===== src/rtl/secret_arb_pkg.sv =====
// Shared types and constants for the secret_arbiter datapath controller.
package secret_arb_pkg;

  localparam int DATA_W  = 32;
  localparam int MAX_REQ = 4;
  localparam int IDX_W   = $clog2(MAX_REQ);
  localparam int CNT_W   = 4;
  localparam int STAT_W  = 16;

  typedef enum logic [2:0] {
    INIT  = 3'd0,
    IDLE  = 3'd1,
    ISSUE = 3'd2,
    WAIT  = 3'd3,
    RESP  = 3'd4
  } secret_arb_state_e;

  // Advance a requester index by one, wrapping at n.
  function automatic logic [IDX_W-1:0] wrap_inc(logic [IDX_W-1:0] v, int n);
    return (int'(v) == n - 1) ? '0 : v + IDX_W'(1);
  endfunction

endpackage


===== src/rtl/secret_arb_rr.sv =====
// Combinational round-robin picker: the first valid requester at or after
// the pointer (wrapping) wins. Produces a one-hot grant plus its index.
module secret_arb_rr
  import secret_arb_pkg::*;
#(
  parameter int NUM_REQ = 2
) (
  input  logic [NUM_REQ-1:0] req_valid_i,
  input  logic [IDX_W-1:0]   rr_ptr_i,
  output logic [NUM_REQ-1:0] grant_o,
  output logic [IDX_W-1:0]   grant_idx_o,
  output logic               grant_vld_o
);

  // Scan priority slots k = 0.. starting from the pointer; the slot maps to
  // requester (ptr + k) mod NUM_REQ. The first valid one takes the grant.
  always_comb begin
    grant_o     = '0;
    grant_idx_o = '0;
    grant_vld_o = 1'b0;
    for (int k = 0; k < NUM_REQ; k++) begin
      for (int i = 0; i < NUM_REQ; i++) begin
        if (!grant_vld_o && req_valid_i[i] &&
            (i == (int'(rr_ptr_i) + k) % NUM_REQ)) begin
          grant_vld_o = 1'b1;
          grant_o[i]  = 1'b1;
          grant_idx_o = IDX_W'(i);
        end
      end
    end
  end

endmodule


===== src/rtl/secret_arbiter.sv =====
// Round-robin controller sharing one two-operand datapath among NUM_REQ
// requesters: INIT pulses the datapath reset, IDLE grants, ISSUE/WAIT drive
// operands for LATENCY cycles, RESP hands the result back.
// Optional build macro SECRET_ARB_STATS_EN adds per-requester saturating
// grant counters on output grant_count.
module secret_arbiter
  import secret_arb_pkg::*;
#(
  parameter int NUM_REQ    = 2,
  parameter int LATENCY    = 1,
  parameter int RST_CYCLES = 2
) (
  input  logic                            clk,
  input  logic                            reset,
  input  logic [NUM_REQ-1:0]              req_valid,
  output logic [NUM_REQ-1:0]              req_ready,
  input  logic [NUM_REQ-1:0][DATA_W-1:0]  req_a,
  input  logic [NUM_REQ-1:0][DATA_W-1:0]  req_b,
  output logic [NUM_REQ-1:0]              rsp_valid,
  input  logic [NUM_REQ-1:0]              rsp_ready,
  output logic [DATA_W-1:0]               rsp_x,
  output logic                            dp_reset_l,
  output logic [DATA_W-1:0]               dp_a,
  output logic [DATA_W-1:0]               dp_b,
  input  logic [DATA_W-1:0]               dp_x,
  output logic                            busy
`ifdef SECRET_ARB_STATS_EN
  ,
  output logic [NUM_REQ-1:0][STAT_W-1:0]  grant_count
`endif
);

  secret_arb_state_e    state_q, state_d;
  logic [CNT_W-1:0]     cnt_q, cnt_d;     // INIT reset timer and WAIT latency timer
  logic [IDX_W-1:0]     rr_ptr_q, rr_ptr_d;
  logic [NUM_REQ-1:0]   gnt_q, gnt_d;     // one-hot owner of the in-flight op
  logic [DATA_W-1:0]    a_q, a_d;
  logic [DATA_W-1:0]    b_q, b_d;
  logic [DATA_W-1:0]    x_q, x_d;

  logic [NUM_REQ-1:0]   pick_gnt;
  logic [IDX_W-1:0]     pick_idx;
  logic                 pick_vld;
  logic                 xfer;

  secret_arb_rr #(.NUM_REQ(NUM_REQ)) u_rr (
    .req_valid_i (req_valid),
    .rr_ptr_i    (rr_ptr_q),
    .grant_o     (pick_gnt),
    .grant_idx_o (pick_idx),
    .grant_vld_o (pick_vld)
  );

  assign rsp_x = x_q;

  // Next-state and output decode for the controller FSM.
  always_comb begin
    state_d    = state_q;
    cnt_d      = cnt_q;
    rr_ptr_d   = rr_ptr_q;
    gnt_d      = gnt_q;
    a_d        = a_q;
    b_d        = b_q;
    x_d        = x_q;
    req_ready  = '0;
    rsp_valid  = '0;
    dp_reset_l = 1'b1;
    dp_a       = '0;
    dp_b       = '0;
    busy       = 1'b1;
    xfer       = 1'b0;
    unique case (state_q)
      INIT: begin
        dp_reset_l = 1'b0;
        if (cnt_q == '0) state_d = IDLE;
        else             cnt_d   = cnt_q - CNT_W'(1);
      end
      IDLE: begin
        busy      = 1'b0;
        req_ready = pick_gnt;
        if (pick_vld) begin
          xfer     = 1'b1;
          gnt_d    = pick_gnt;
          rr_ptr_d = wrap_inc(pick_idx, NUM_REQ);
          for (int i = 0; i < NUM_REQ; i++) begin
            if (pick_gnt[i]) begin
              a_d = req_a[i];
              b_d = req_b[i];
            end
          end
          state_d = ISSUE;
        end
      end
      ISSUE: begin
        dp_a    = a_q;
        dp_b    = b_q;
        cnt_d   = CNT_W'(LATENCY - 1);
        state_d = WAIT;
      end
      WAIT: begin
        dp_a = a_q;
        dp_b = b_q;
        if (cnt_q == '0) begin
          x_d     = dp_x;
          state_d = RESP;
        end else begin
          cnt_d = cnt_q - CNT_W'(1);
        end
      end
      RESP: begin
        // Operands stay on the datapath until the result is taken.
        dp_a      = a_q;
        dp_b      = b_q;
        rsp_valid = gnt_q;
        if ((rsp_ready & gnt_q) != '0) state_d = IDLE;
      end
      default: begin
        state_d = INIT;
        cnt_d   = CNT_W'(RST_CYCLES - 1);
      end
    endcase
  end

  // Controller state; reset drops any in-flight op and restarts the INIT pulse.
  always_ff @(posedge clk) begin
    if (reset) begin
      state_q  <= INIT;
      cnt_q    <= CNT_W'(RST_CYCLES - 1);
      rr_ptr_q <= '0;
      gnt_q    <= '0;
      a_q      <= '0;
      b_q      <= '0;
      x_q      <= '0;
    end else begin
      state_q  <= state_d;
      cnt_q    <= cnt_d;
      rr_ptr_q <= rr_ptr_d;
      gnt_q    <= gnt_d;
      a_q      <= a_d;
      b_q      <= b_d;
      x_q      <= x_d;
    end
  end

`ifdef SECRET_ARB_STATS_EN
  logic [NUM_REQ-1:0][STAT_W-1:0] gcnt_q, gcnt_d;

  // Per-requester grant counters, saturating at all-ones.
  always_comb begin
    gcnt_d = gcnt_q;
    for (int i = 0; i < NUM_REQ; i++) begin
      if (xfer && pick_gnt[i] && (gcnt_q[i] != '1)) gcnt_d[i] = gcnt_q[i] + STAT_W'(1);
    end
  end

  // Grant counter registers.
  always_ff @(posedge clk) begin
    if (reset) gcnt_q <= '0;
    else       gcnt_q <= gcnt_d;
  end

  assign grant_count = gcnt_q;
`else
  logic unused_xfer;
  assign unused_xfer = xfer;
`endif

endmodule

===== config.mk =====
export PLATFORM = sky130hd
export DESIGN_NAME = secret_arbiter
export DESIGN_NICKNAME = d
export VERILOG_FILES = /design/src/rtl/secret_arb_pkg.sv /design/src/rtl/secret_arb_rr.sv /design/src/rtl/secret_arbiter.sv
export SDC_FILE = /design/constraint.sdc
export NUM_CORES = 1
export LEC_CHECK = 0
export CAP_MARGIN = 20
export CORE_ASPECT_RATIO = 0.5
export CORE_MARGIN = 2
export CORE_UTILIZATION = 30
export CTS_CLUSTER_SIZE = 8
export DETAILED_ROUTE_END_ITERATION = 7
export GPL_TIMING_DRIVEN = 1
export PLACE_DENSITY_LB_ADDON = 0.08
export SYNTH_ARGS = -nofsm -noshare
export SYNTH_HDL_FRONTEND = slang
export SYNTH_HIERARCHICAL = 1
export SYNTH_SLANG_ARGS = --single-unit

===== constraint.sdc =====
create_clock -name clk -period 3 [get_ports clk]
set_input_delay 0.3 -clock clk [delete_from_list [all_inputs] [get_ports clk]]
set_output_delay 0.3 -clock clk [all_outputs]
set_load 0.02 [all_outputs]

==> flow_summary.toml <==
[die]
start_util_pct = 30.9
ios = 268
fp-row-count = 34
fp.dieArea_um2 = 19200
chipHeight_um = 99.1
die_x_um = 194
core_area_um2 = 17500

[sta]
setup_viol = 0
slew_violations = 0
slew_headroom_pct = 34.1
min_period_over_period_pct = 86.5
worstMarginPinSlew_ns = 0.989
hold_viol = 0
skew_ns = 0.00634
min_period_ns = 2.59
rsz0062_at_grt = "false"
tns_ns = 0
max_freq_mhz = 386

[global_route]
antenna_found_initial = 0
grt_pass1_wl_um = 25000
first_global_vias = 4823
track_usage_pct = 16.1
grt_max_degree = 75
globalRouteOverflowTotal = 0

[placed_design]
routabilityCongestion = 0.767
io_buffers = 267
dpl.hpwl_um = 11200
dp_cells = 1043

[pwr]
clkPwrFrac_pct = 28.4
peakVddDrop_mv = 0.239
power.density_nw_per_um2 = 571
p_sw_w = 0.00156
total_power_w = 0.00490
power_leakage_nw = 3.01
combinationalPowerShare_pct = 35.4
p_int_w = 0.00334
p_sw_share_pct = 31.8
power_frac_seq_pct = 36.2

[worst_setup_path]
cp_max_fo = 27
startpoint = "state_q[0]"
crit_chain = "nor2_1, mux2i_4, buf_4, and2b_1, clkdlybuf4s50_1"
critical_path_arrival_ns = 2.29
timing.rr.end = "a_q[18]"
r2r-start = "state_q[2]"
crit_buf_inv = 2
cp_top_family = "buffers and inverters"
cp-endpoint = "dp_b[17]"
slowest_delay_ns = 0.63
crit_cells = 5
required_ns = 2.70
rr_worst_depth = 6
cp-start-kind = "register"
critical_path_class = "register to output pin"
crit_path_end_kind = "output pin"
cp_slowest_cell = "clkdlybuf4s50_1"
rrSetupSlack_ns = 1.02

[synth]
yosys_warnings = 6
synth_cells = 582
synth.net_count = 750
avgSynthCellArea_um2 = 9.32
synthesis.area_um2 = 5420

[detailed_routing]
dr.pass1.iters = 4
wire_per_inst_um = 14.5
ant_nets = 0
routed_wirelength_um = 15400
drc = 0
drt_iter0_drc = 124
via_count = 4844
vias_per_cell = 4.57

[run]
cap_violations = 0

[clocking]
h-tree-depth = 3
clock_sinks = 106
cts_tree = "done"
clk_pin_slew_worst_paths_ns = 0.07
cts_resized = 0
ctsHoldBuffers = 0
cts_made_buffers = 9
cts_root_buffer = "clkbuf_16"
cts.path.max_buffers = 2
cts_setup_buffers = 0
insertion_delay_ns = 0.35

[finish]
nFillCells = 1643
final_cells = 1059
area_delta_synth_final_pct = 58.0
nets = 988
layout-drive-gt1-share_pct = 11.2
antenna_cells = 0

[worst_hold_path]
hp-class = "register to register"

[status]
status = "complete, no violations"
-- per-stage QoR --
stage / cell area, µm² / setup WS (ns) / util (%) / hold WS [ns]
finish: 8570 / 0.406 / 48.9 / 0.454
global route: 8570 / 0.222 / 48.9 / 0.476
CTS: 8570 / 0.347 / 48.9 / 0.457
detailed placement: 8220 / 0.531 / 46.9 / 0.448
global placement: 8220 / 0.599 / 46.9 / 0.441
floorplan: 5420 / 1.24 / - / 0.436
-- per-layer routing --
layer | global-route usage, % | vias to the layer above | wire length [µm]
met1 | 18.9 | 2218 | 6560
met4 | 2.97 | 0 | 83
li1 | - | 2474 | -
met3 | 7.32 | 6 | 1410
met5 | 0 | - | 0
met2 | 27.5 | 146 | 7350
-- power by group through the flow --
| stage | Clock [W] | Sequential [W] | Combinational [W] |
|---|---|---|---|
| floorplan | 0 | 0.00179 | 0.00125 |
| global placement | 0 | 0.00180 | 0.00173 |
| detailed placement | 0 | 0.00180 | 0.00177 |
| CTS | 0.00145 | 0.00177 | 0.00177 |
| global route | 0.00150 | 0.00180 | 0.00192 |
| finish | 0.00139 | 0.00177 | 0.00173 |
-- tightest hold or removal path, stage by stage, from the launching register on --
cell and delay (ns):
dfxtp_1 0.31, nand2_1 0.05, a21oi_1 0.05
-- cell type report --
class / count / area (µm²) / share of cell area (%)
well taps: 234 / 293 / 3.42
clock buffers: 10 / 239 / 2.79
clock inverters: 6 / 113 / 1.31
flip-flops and latches: 106 / 2120 / 24.8
multi-input cells: 419 / 2980 / 34.7
inverters: 5 / 18.8 / 0.219
repair buffers: 279 / 2810 / 32.8
-- layout by cell type (no fill, tap or decap), types with 2 or more instances in the layout --
cell / n
clkdlybuf4s50_1: 266
dfxtp_1: 106
nor2_1: 70
nand2_1: 69
mux2i_1: 68
a211oi_2: 56
a21oi_1: 40
and2b_1: 38
nor2b_1: 27
a211oi_1: 9
clkbuf_16: 9
buf_4: 9
inv_1: 5
and3_1: 5
or3_1: 4
a31oi_1: 4
buf_12: 4
nand3_1: 3
o21ai_0: 3
bufinv_16: 3
o211ai_1: 2
ha_1: 2
a21boi_1: 2
-- registers in the layout (all words and copies together) (netlist names) --
name / count
b_q: 32
state_q: 3
rr_ptr_q: 1
cnt_q: 4
a_q: 32
rsp_x: 32
gnt_q: 2
-- how the worst min path moves through the flow --
| stage | startpoint | cells after the start | end |
|---|---|---|---|
| floorplan | dp_x[0] | 2 | rsp_x[0] |
| global placement | rsp_x[9] | 2 | rsp_x[9] |
| detailed placement | rsp_x[3] | 2 | rsp_x[3] |
| CTS | rsp_x[20] | 2 | rsp_x[20] |
| global route | dp_x[22] | 3 | rsp_x[22] |
| finish | rsp_x[20] | 2 | rsp_x[20] |
Power figures use the tool's default switching activity.
==> RTL change: new RTL, same flow settings <==
Build with the macro `SECRET_ARB_STATS_EN` defined.
--- a/src/rtl/secret_arbiter.sv
+++ b/src/rtl/secret_arbiter.sv
@@ -5,2 +5,4 @@
 // grant counters on output grant_count.
+`define SECRET_ARB_STATS_EN
+
 module secret_arbiter
Check against the original RTL (old outputs only; new: grant_count): same outputs for any inputs over 4 cycles, from zero or initial values and one cycle with reset high; that may be too few to reach the edited logic, so the function may still have changed.
==> RTL change against the unedited design <==
Die area up 21%. Combinational power down 9.8%. Total power up 18%. Cell area rose by 22%. Cell count grew 29%. Hold slack got worse by 0.11 ns. Wire length grew 38%. Area after synthesis is 22% higher. Sequential cell count grew 32. Setup slack worse by 0.29 ns. Critical path type unchanged.
==> RTL change: results <==
[yosys]
syn_nets = 948
syn_inst = 778

[worst_setup_path]
reg2reg_to = grant_count[14]$_SDFFE_PP0P_
worstSetupEndpoint = dp_b[19]
arrival_ns = 2.59
worst-r2r-cell-count = 5
reg2reg_slack_ns = 0.75
r2r_start = state_q[1]$_SDFFE_PP0P_
critPathMaxFanout = 64

[layout]
post-route-util = 0.485
diodes = 0
clock_area_frac = 0.0529
layout.nets = 1221
seq_area_sq_um = 2760
buf_share = 0.301
nClkBuffers = 23
design.seq.count = 138
n_fill_cell = 2100
buffers = 315
drive_gt1_frac = 0.0564
nonClockInverterCount = 10
num-multi-input-gates = 569
multiInputGateArea_sq_um = 3600

[pwr]
p_leak_uw = 0.00347
switching_share = 0.298
vdd_drop_max_mv = 0.270

[placement]
dp_slack_ns = 0.284
dp.cells = 1332
io_buffers = 299
dpl.hpwl_microns = 14800
gp_congestion = 0.729
placed_cell_area_sq_um = 9930

[global_routing]
grt_pass1_wl_microns = 33000
use_met2 = 0.299
first_global_vias = 6272
grt_util_met1 = 0.221
antenna_found_initial = 0
grt_max_degree = 129
grt_usage = 0.179

[clock_network]
clkTransAtPathRegs_ns = 0.06
cts_buffers = 17
cts_max_path_buffers = 2
htreeDepth = 4
clk-insertion-delay-late_ns = 0.42

[hold_path]
hold_class = in2reg

[routing]
dr_wl_met2_microns = 10100
route.met3.wl_microns = 1300
finalWirelength_microns = 21200
routed_via_density = 4.84
drt_iter0_drc = 390
top_layer_used = met4
met1_length_microns = 9600
vias = 6597

[timing]
whs_ns = 0.347
worst_slack_ns = 0.114
slew_headroom = 0.566
clock_skew_ns = 0.00677

[status]
status = complete, no violations

[floorplanning]
dieArea_sq_um = 23300
RTL change: power groups by stage:
stage | sequential [uW] | combinational [uW] | clock [uW]
3_3_place_gp | 2200 | 1560 | 0
4_1_cts | 2170 | 1580 | 2090
6_report | 2170 | 1560 | 2030
2_1_floorplan | 2200 | 955 | 0
5_1_grt | 2200 | 1730 | 2160
3_5_place_dp | 2210 | 1570 | 0
RTL change: worst min path at each step:
stage                     startpoint                            to  depth (start not counted)
2_1_floorplan                dp_x[0]         rsp_x[0]$_SDFFE_PP0P_                          2
5_1_grt                        reset  grant_count[30]$_SDFFE_PP0P_                          3
3_5_place_dp   rsp_x[9]$_SDFFE_PP0P_         rsp_x[9]$_SDFFE_PP0P_                          2
4_1_cts                        reset  grant_count[24]$_SDFFE_PP0P_                          3
6_report                       reset  grant_count[28]$_SDFFE_PP0P_                          3
3_3_place_gp   rsp_x[1]$_SDFFE_PP0P_         rsp_x[1]$_SDFFE_PP0P_                          2
